$ cat src/rtl/cpu_sys_ctrl_pkg.sv
// rtl/cpu_sys_ctrl_pkg.sv - shared state encoding, default widths and sizing helpers
package cpu_sys_ctrl_pkg;

  typedef enum logic [2:0] {
    ST_IDLE   = 3'd0,
    ST_FETCH  = 3'd1,
    ST_EXEC   = 3'd2,
    ST_MEM    = 3'd3,
    ST_COMMIT = 3'd4
  } state_e;

  localparam int DEF_AW = 8;
  localparam int DEF_DW = 8;
  localparam int DEF_IW = 16;

  function automatic int clog2(input int n);
    int r;
    r = 0;
    while ((1 << r) < n) r++;
    return r;
  endfunction

  // Select/counter width that never collapses to zero bits
  function automatic int selw(input int n);
    return (n > 1) ? clog2(n) : 1;
  endfunction

endpackage

$ cat src/rtl/cpu_dbg_mux.sv
// rtl/cpu_dbg_mux.sv - registered NREG x DW debug register selector
module cpu_dbg_mux
  import cpu_sys_ctrl_pkg::*;
#(
  parameter int NREG = 8,
  parameter int DW   = DEF_DW,
  parameter int SW   = selw(NREG)
) (
  input  logic                 clk_i,
  input  logic                 rst_ni,
  input  logic [NREG*DW-1:0]   regs_i,
  input  logic [SW-1:0]        sel_i,
  output logic [DW-1:0]        out_o
);

  logic [DW-1:0] out_d;
  logic [DW-1:0] out_q;

  // Unmatched select codes (NREG not a power of two) read as zero
  always_comb begin
    out_d = '0;
    for (int i = 0; i < NREG; i++) begin
      if (sel_i == SW'(i)) out_d = regs_i[i*DW +: DW];
    end
  end

  always_ff @(posedge clk_i or negedge rst_ni) begin
    if (!rst_ni) out_q <= '0;
    else         out_q <= out_d;
  end

  assign out_o = out_q;

endmodule

$ cat src/rtl/cpu_sys_ctrl.sv
// rtl/cpu_sys_ctrl.sv - fetch/exec/mem/commit sequencer with run/step/halt, counters and debug readout
module cpu_sys_ctrl
  import cpu_sys_ctrl_pkg::*;
#(
  parameter int AW          = DEF_AW,
  parameter int DW          = DEF_DW,
  parameter int IW          = DEF_IW,
  parameter int NREG        = 8,
  parameter int IMEM_LAT    = 0,
  parameter int MEM_TIMEOUT = 15,
  parameter int CW          = 16
) (
  input  logic                    clk,
  input  logic                    reset,
  input  logic                    run,
  input  logic                    step,
  input  logic                    halt_req,
  input  logic                    err_clr,
  input  logic [AW-1:0]           core_pc,
  input  logic [AW-1:0]           core_addr,
  input  logic [DW-1:0]           core_wdata,
  input  logic                    core_mw,
  input  logic                    core_mr,
  output logic                    core_en,
  output logic [IW-1:0]           core_ir,
  output logic [DW-1:0]           core_rdata,
  output logic [AW-1:0]           im_addr,
  input  logic [IW-1:0]           im_data,
  output logic [AW-1:0]           dm_addr,
  output logic [DW-1:0]           dm_wdata,
  output logic                    dm_we,
  output logic                    dm_re,
  input  logic [DW-1:0]           dm_rdata,
  input  logic                    dm_ack,
  input  logic [NREG*DW-1:0]      dbg_regs,
  input  logic [selw(NREG)-1:0]   dbg_sel,
  output logic [DW-1:0]           dbg_out,
  output logic [2:0]              state,
  output logic                    bus_err,
  output logic [CW-1:0]           cycle_cnt,
  output logic [CW-1:0]           instr_cnt
);

  localparam int WMAX = (IMEM_LAT > MEM_TIMEOUT) ? IMEM_LAT : MEM_TIMEOUT;
  localparam int WCW  = selw(WMAX + 1);

  state_e         state_q;
  logic [WCW-1:0] wait_q;
  logic           one_shot_q;
  logic [IW-1:0]  core_ir_q;
  logic [DW-1:0]  core_rdata_q;
  logic [AW-1:0]  dm_addr_q;
  logic [DW-1:0]  dm_wdata_q;
  logic           dm_we_q;
  logic           dm_re_q;
  logic           bus_err_q;
  logic [CW-1:0]  cycle_q;
  logic [CW-1:0]  instr_q;

  logic mem_req;
  logic boundary;

  // core_en depends on the CPU's same-cycle mw/mr, so the boundary is decoded combinationally
  assign mem_req  = core_mw | core_mr;
  assign boundary = ((state_q == ST_EXEC) && !mem_req) || (state_q == ST_COMMIT);

  always_ff @(posedge clk or negedge reset) begin
    if (!reset) begin
      state_q      <= ST_IDLE;
      wait_q       <= '0;
      one_shot_q   <= 1'b0;
      core_ir_q    <= '0;
      core_rdata_q <= '0;
      dm_addr_q    <= '0;
      dm_wdata_q   <= '0;
      dm_we_q      <= 1'b0;
      dm_re_q      <= 1'b0;
      bus_err_q    <= 1'b0;
      cycle_q      <= '0;
      instr_q      <= '0;
    end else begin
      if (state_q != ST_IDLE) cycle_q <= cycle_q + CW'(1);
      if (err_clr) bus_err_q <= 1'b0;

      if (boundary) begin
        instr_q <= instr_q + CW'(1);
        if (one_shot_q || halt_req || !run) begin
          state_q    <= ST_IDLE;
          one_shot_q <= 1'b0;
        end else begin
          state_q <= ST_FETCH;
          wait_q  <= '0;
        end
      end

      case (state_q)
        ST_IDLE: begin
          if (!bus_err_q) begin
            if (run) begin
              state_q <= ST_FETCH;
              wait_q  <= '0;
            end else if (step) begin
              one_shot_q <= 1'b1;
              state_q    <= ST_FETCH;
              wait_q     <= '0;
            end
          end
        end
        ST_FETCH: begin
          if (wait_q == WCW'(IMEM_LAT)) begin
            core_ir_q <= im_data;
            wait_q    <= '0;
            state_q   <= ST_EXEC;
          end else begin
            wait_q <= wait_q + WCW'(1);
          end
        end
        ST_EXEC: begin
          if (mem_req) begin
            dm_addr_q  <= core_addr;
            dm_wdata_q <= core_wdata;
            dm_we_q    <= core_mw;
            dm_re_q    <= core_mr & ~core_mw;
            wait_q     <= '0;
            state_q    <= ST_MEM;
          end
        end
        ST_MEM: begin
          // An ack arriving on the timeout cycle still completes the access
          if (dm_ack) begin
            dm_we_q <= 1'b0;
            dm_re_q <= 1'b0;
            if (dm_re_q) core_rdata_q <= dm_rdata;
            state_q <= ST_COMMIT;
          end else if (wait_q == WCW'(MEM_TIMEOUT)) begin
            dm_we_q    <= 1'b0;
            dm_re_q    <= 1'b0;
            bus_err_q  <= 1'b1;
            one_shot_q <= 1'b0;
            state_q    <= ST_IDLE;
          end else begin
            wait_q <= wait_q + WCW'(1);
          end
        end
        ST_COMMIT: ;
        default: state_q <= ST_IDLE;
      endcase
    end
  end

  cpu_dbg_mux #(
    .NREG (NREG),
    .DW   (DW),
    .SW   (selw(NREG))
  ) u_dbg_mux (
    .clk_i  (clk),
    .rst_ni (reset),
    .regs_i (dbg_regs),
    .sel_i  (dbg_sel),
    .out_o  (dbg_out)
  );

  assign core_en    = boundary;
  assign core_ir    = core_ir_q;
  assign core_rdata = core_rdata_q;
  assign im_addr    = core_pc;
  assign dm_addr    = dm_addr_q;
  assign dm_wdata   = dm_wdata_q;
  assign dm_we      = dm_we_q;
  assign dm_re      = dm_re_q;
  assign state      = state_q;
  assign bus_err    = bus_err_q;
  assign cycle_cnt  = cycle_q;
  assign instr_cnt  = instr_q;

endmodule
$ cat config.mk
export PLATFORM = sky130hd
export DESIGN_NAME = cpu_sys_ctrl
export DESIGN_NICKNAME = d
export VERILOG_FILES = /design/src/rtl/cpu_sys_ctrl_pkg.sv /design/src/rtl/cpu_dbg_mux.sv /design/src/rtl/cpu_sys_ctrl.sv
export SDC_FILE = /design/constraint.sdc
export NUM_CORES = 1
export LEC_CHECK = 0
export CAP_MARGIN = 20
export CELL_PAD_IN_SITES_DETAIL_PLACEMENT = 1
export CELL_PAD_IN_SITES_GLOBAL_PLACEMENT = 1
export CORE_ASPECT_RATIO = 0.5
export CORE_UTILIZATION = 32
export CTS_CLUSTER_SIZE = 12
export DETAILED_ROUTE_END_ITERATION = 12
export GPL_ROUTABILITY_DRIVEN = 1
export HOLD_SLACK_MARGIN = 0.03
export MAX_ROUTING_LAYER = met4
export PLACE_DENSITY = 0.83
export SLEW_MARGIN = 20
export SYNTH_ARGS = -nofsm -noshare
export SYNTH_HDL_FRONTEND = slang
export SYNTH_SLANG_ARGS = --single-unit
$ cat constraint.sdc
create_clock -name clk -period 3.1 [get_ports clk]
set_input_delay 0.62 -clock clk [delete_from_list [all_inputs] [get_ports clk]]
set_output_delay 0.62 -clock clk [all_outputs]
set_load 0.01 [all_outputs]
==> summary.md <==
| Metric | Value |
|---|---|
| CORE AREA | 12900 um2 |
| Final worst path period share | 0.963 |
| RSZ-0062 raised after global routing | false |
| H-tree levels | 3 |
| Final instance area | 6880 um2 |
| CP Class | input pin to output port |
| Std-Cell Rows | 29 |
| Critical-path top delay cell | clkdlybuf4s50_1 |
| Max Clock Freq | 0.335 GHz |
| Worst Skew | 0.00897 ns |
| Ranking of synthesized cells by area | dfrtp_1 (53%), mux2_2 (10%), nand2_1 (6.6%) |
| Die Span Y | 84.2 um |
| Final max-slew violation count | 0 |
| Largest net degree at the start of global routing | 55 |
| Failing checks | design-rule violations |
| Insertion delay to the later sink of the worst-skew pair | 0.33 ns |
| Post-CTS Resized | 0 |
| HP Class | input pin to asynchronous set/reset pin |
| CTS Buf Count | 9 |
| Vias in the first global route | 4108 |
| Static Leakage | 2.92 nW |
| Critical Path Fanout Max | 2 |
| Clk root buf | clkbuf_16 |
| GP Congestion | 0.774 |
| Flops & latches, synth | 91 |
| Layout cells sized above 1 | 0.125 |
| Tot GR Track Use | 0.202 |
| Drt via density | 4.85 |
| Count of distinct cell types in the synthesized netlist | 50 |
| Port buffer count | 202 |
| Max cap viols | 0 |
| CP max stage delay | 0.59 ns |
| Nets | 731 |
| Crit end category | output port |
| Post-layout minimum cycle time | 2.99 ns |
| Startpoint types | input pin |
| Cell Area, Synth | 4320 um2 |
| Warnings, synthesis | 0 |
| Filler cells | 1405 |
| Antenna diodes | 0 |
| Vias | 3773 |
| Sequential area share after synthesis | 0.527 |
| Syn_area_per_cell | 10.9 um2 |
| Wire length per cell | 17.0 um |
| Placed Instances | 762 |
| Fin. Hold Viols | 0 |
| Hpwl dp | 10200 um |
| Critical Path Most Common Cell | clkdlybuf4s50_1 |
| CTS tree | done |
| Worst IR Drop VDD | 0.319 mV |
| Drt first pass iters | 8 |
| Status | finished, violations left |
| Setup violations, final | 0 |
| DRC violations left | 7 |
| Routed WL | 13200 um |
| Critical-path cell list | clkdlybuf4s50_1 -> or4b_4 -> a21oi_1 -> clkdlybuf4s50_1 |
| Required @ worst endpoint | 2.48 ns |
| Clk buf depth | 2 |
| CTS Hold Buffers Added | 0 |
| Global-route wire length before repair | 21700 um |
| Initial core utilization | 0.335 |
| Slew margin rel. | 0.515 |
| FFs w/ async S/R, synth | 1.00 |
| Setup TNS | 0 ns |
| Post-CTS Setup Bufs | 0 |
| Synth Flop Type | dfrtp_1 |
| 1st-iter DRT viols | 143 |
| Layout Cells excl Fill | 778 |
| Num Clock Sinks | 91 |
| Initial antenna violation count | 0 |
| Post-detailed-route count of antenna-violating nets | 0 |
| Die width | 166 um |
| Cells after Synth | 398 |
| Synth top area share | 0.527 |
| Total grt overflow | 0 |
| Clk pin slew, worst setup/hold paths | 0.06 ns |
| Critical path buffer and inverter count | 2 |
| Top-Level Pins | 219 |
| Pwr dens | 773 nW/um2 |
| Post-layout util | 0.532 |
| Worst slew pin tran | 0.725 ns |
| Area growth syn-to-layout | 59.0% |
| Delay-heaviest family, CP | buffers and inverters |
| DIE AREA | 14000 um2 |
| Worst Path Arrival | 2.37 ns |
| Syn Nets | 526 |
| Placed Area | 6530 um2 |
| Area leader, netlist | dfrtp_1 |
| Post-synth EDFFs | 0 |
[per-stage QoR]
stage / hold WS (ns) / setup slack, ns / power, mW
after floorplan: 0.324 / 0.920 / 2.87
after global placement: 0.458 / 0.125 / 3.99
after detailed placement: 0.468 / 0.104 / 4.09
after CTS: 0.361 / 0.104 / 5.39
after global routing: 0.391 / 0.0534 / 5.62
final: 0.340 / 0.114 / 5.31
[cell usage in the layout (no fill, tap or decap), types with 3 or more instances in the layout]
master           instances
a21oi_1                  8
a22oi_1                  7
a31oi_1                  7
and3_1                   8
and4_1                   3
buf_4                   13
bufinv_16                3
clkbuf_16                9
clkdlybuf4s50_1        201
dfrtp_1                 91
ha_1                     4
inv_1                    5
mux2_2                  40
nand2_1                 76
nand3_1                 16
nand3b_1                 3
nand4_1                  5
nor2_1                   9
nor2b_1                 11
nor3_1                   5
o21ai_0                 11
o22ai_1                  8
xnor2_1                 21
xor2_1                   9
[flip-flops by register name, summed over array words and instances, names as in the netlist]
register,cells
dm_addr,8
one_shot_q,1
core_ir,16
wait_q,4
bus_err,1
u_dbg_mux.out_o,8
core_rdata,8
dm_we,1
dm_wdata,8
instr_cnt,16
cycle_cnt,16
state,3
dm_re,1
[per-layer routing]
metal	up-vias	global-route usage	routed length (um)
met3	12	0.0570	782
met5	-	-	0
met2	114	0.367	7080
li1	1797	-	-
met1	1850	0.222	5200
met4	0	0.0379	140
[final cells by class]
type,instances,area (um2),area share
Clock buffer,12,246,0.0359
Clock inverter,4,97.6,0.0142
Tap cell,170,213,0.0309
Timing Repair Buffer,214,2110,0.307
Multi-Input combinational cell,282,1910,0.278
Sequential cell,91,2280,0.331
Inverter,5,18.8,0.00273
[synthesized netlist by cell type, drive strengths merged (2+ instances only)]
library cell  instances
a211oi                2
a21oi                 8
a22o                  2
a22oi                 7
a31oi                 7
and3                  8
and4                  3
buf                  15
clkbuf                5
dfrtp                91
ha                    4
inv                   5
mux2                 40
mux2i                 2
nand2                76
nand2b                2
nand3                16
nand3b                3
nand4                 5
nor2                  9
nor2b                11
nor3                  5
nor3b                 3
nor4b                 2
o21ai                12
o22ai                 8
or4b                  2
xnor2                21
xor2                  9
[cells by family (layout without fill, tap and decap cells)]
family / Yosys count / in the layout / share of synthesized area
and+or+nand+nor: 149 / 149 / 0.171
DFF: 91 / 91 / 0.527
AOI/OAI and AO/OA: 57 / 57 / 0.0906
muxes: 42 / 42 / 0.109
xor gates and xnor gates: 30 / 30 / 0.0608
buffers and inverters: 25 / 235 / 0.0307
adders and majority gates: 4 / 4 / 0.0116
[power by group]
part	internal, mW	leakage, nW	switching [mW]
registers	1.58	1.15	0.312
clock network	0.811	0.163	0.448
logic	1.24	1.61	0.924
[worst paths after layout]
kind / end / slack (ns) / startpoint / cells after the start
worst max-delay path: core_en / 0.11 / core_mr / 4
worst min-delay path: instr_cnt[10] / 0.34 / reset / 1
worst max register to register: wait_q[3] / 0.96 / wait_q[0] / 5
worst min register to register: cycle_cnt[15] / 0.47 / cycle_cnt[15] / 1
max in group asynchronous: u_dbg_mux.out_o[1] / 2.07 / reset / 2
min in group clk: cycle_cnt[15] / 0.47 / cycle_cnt[15] / 1
Power figures use the tool's default switching activity.
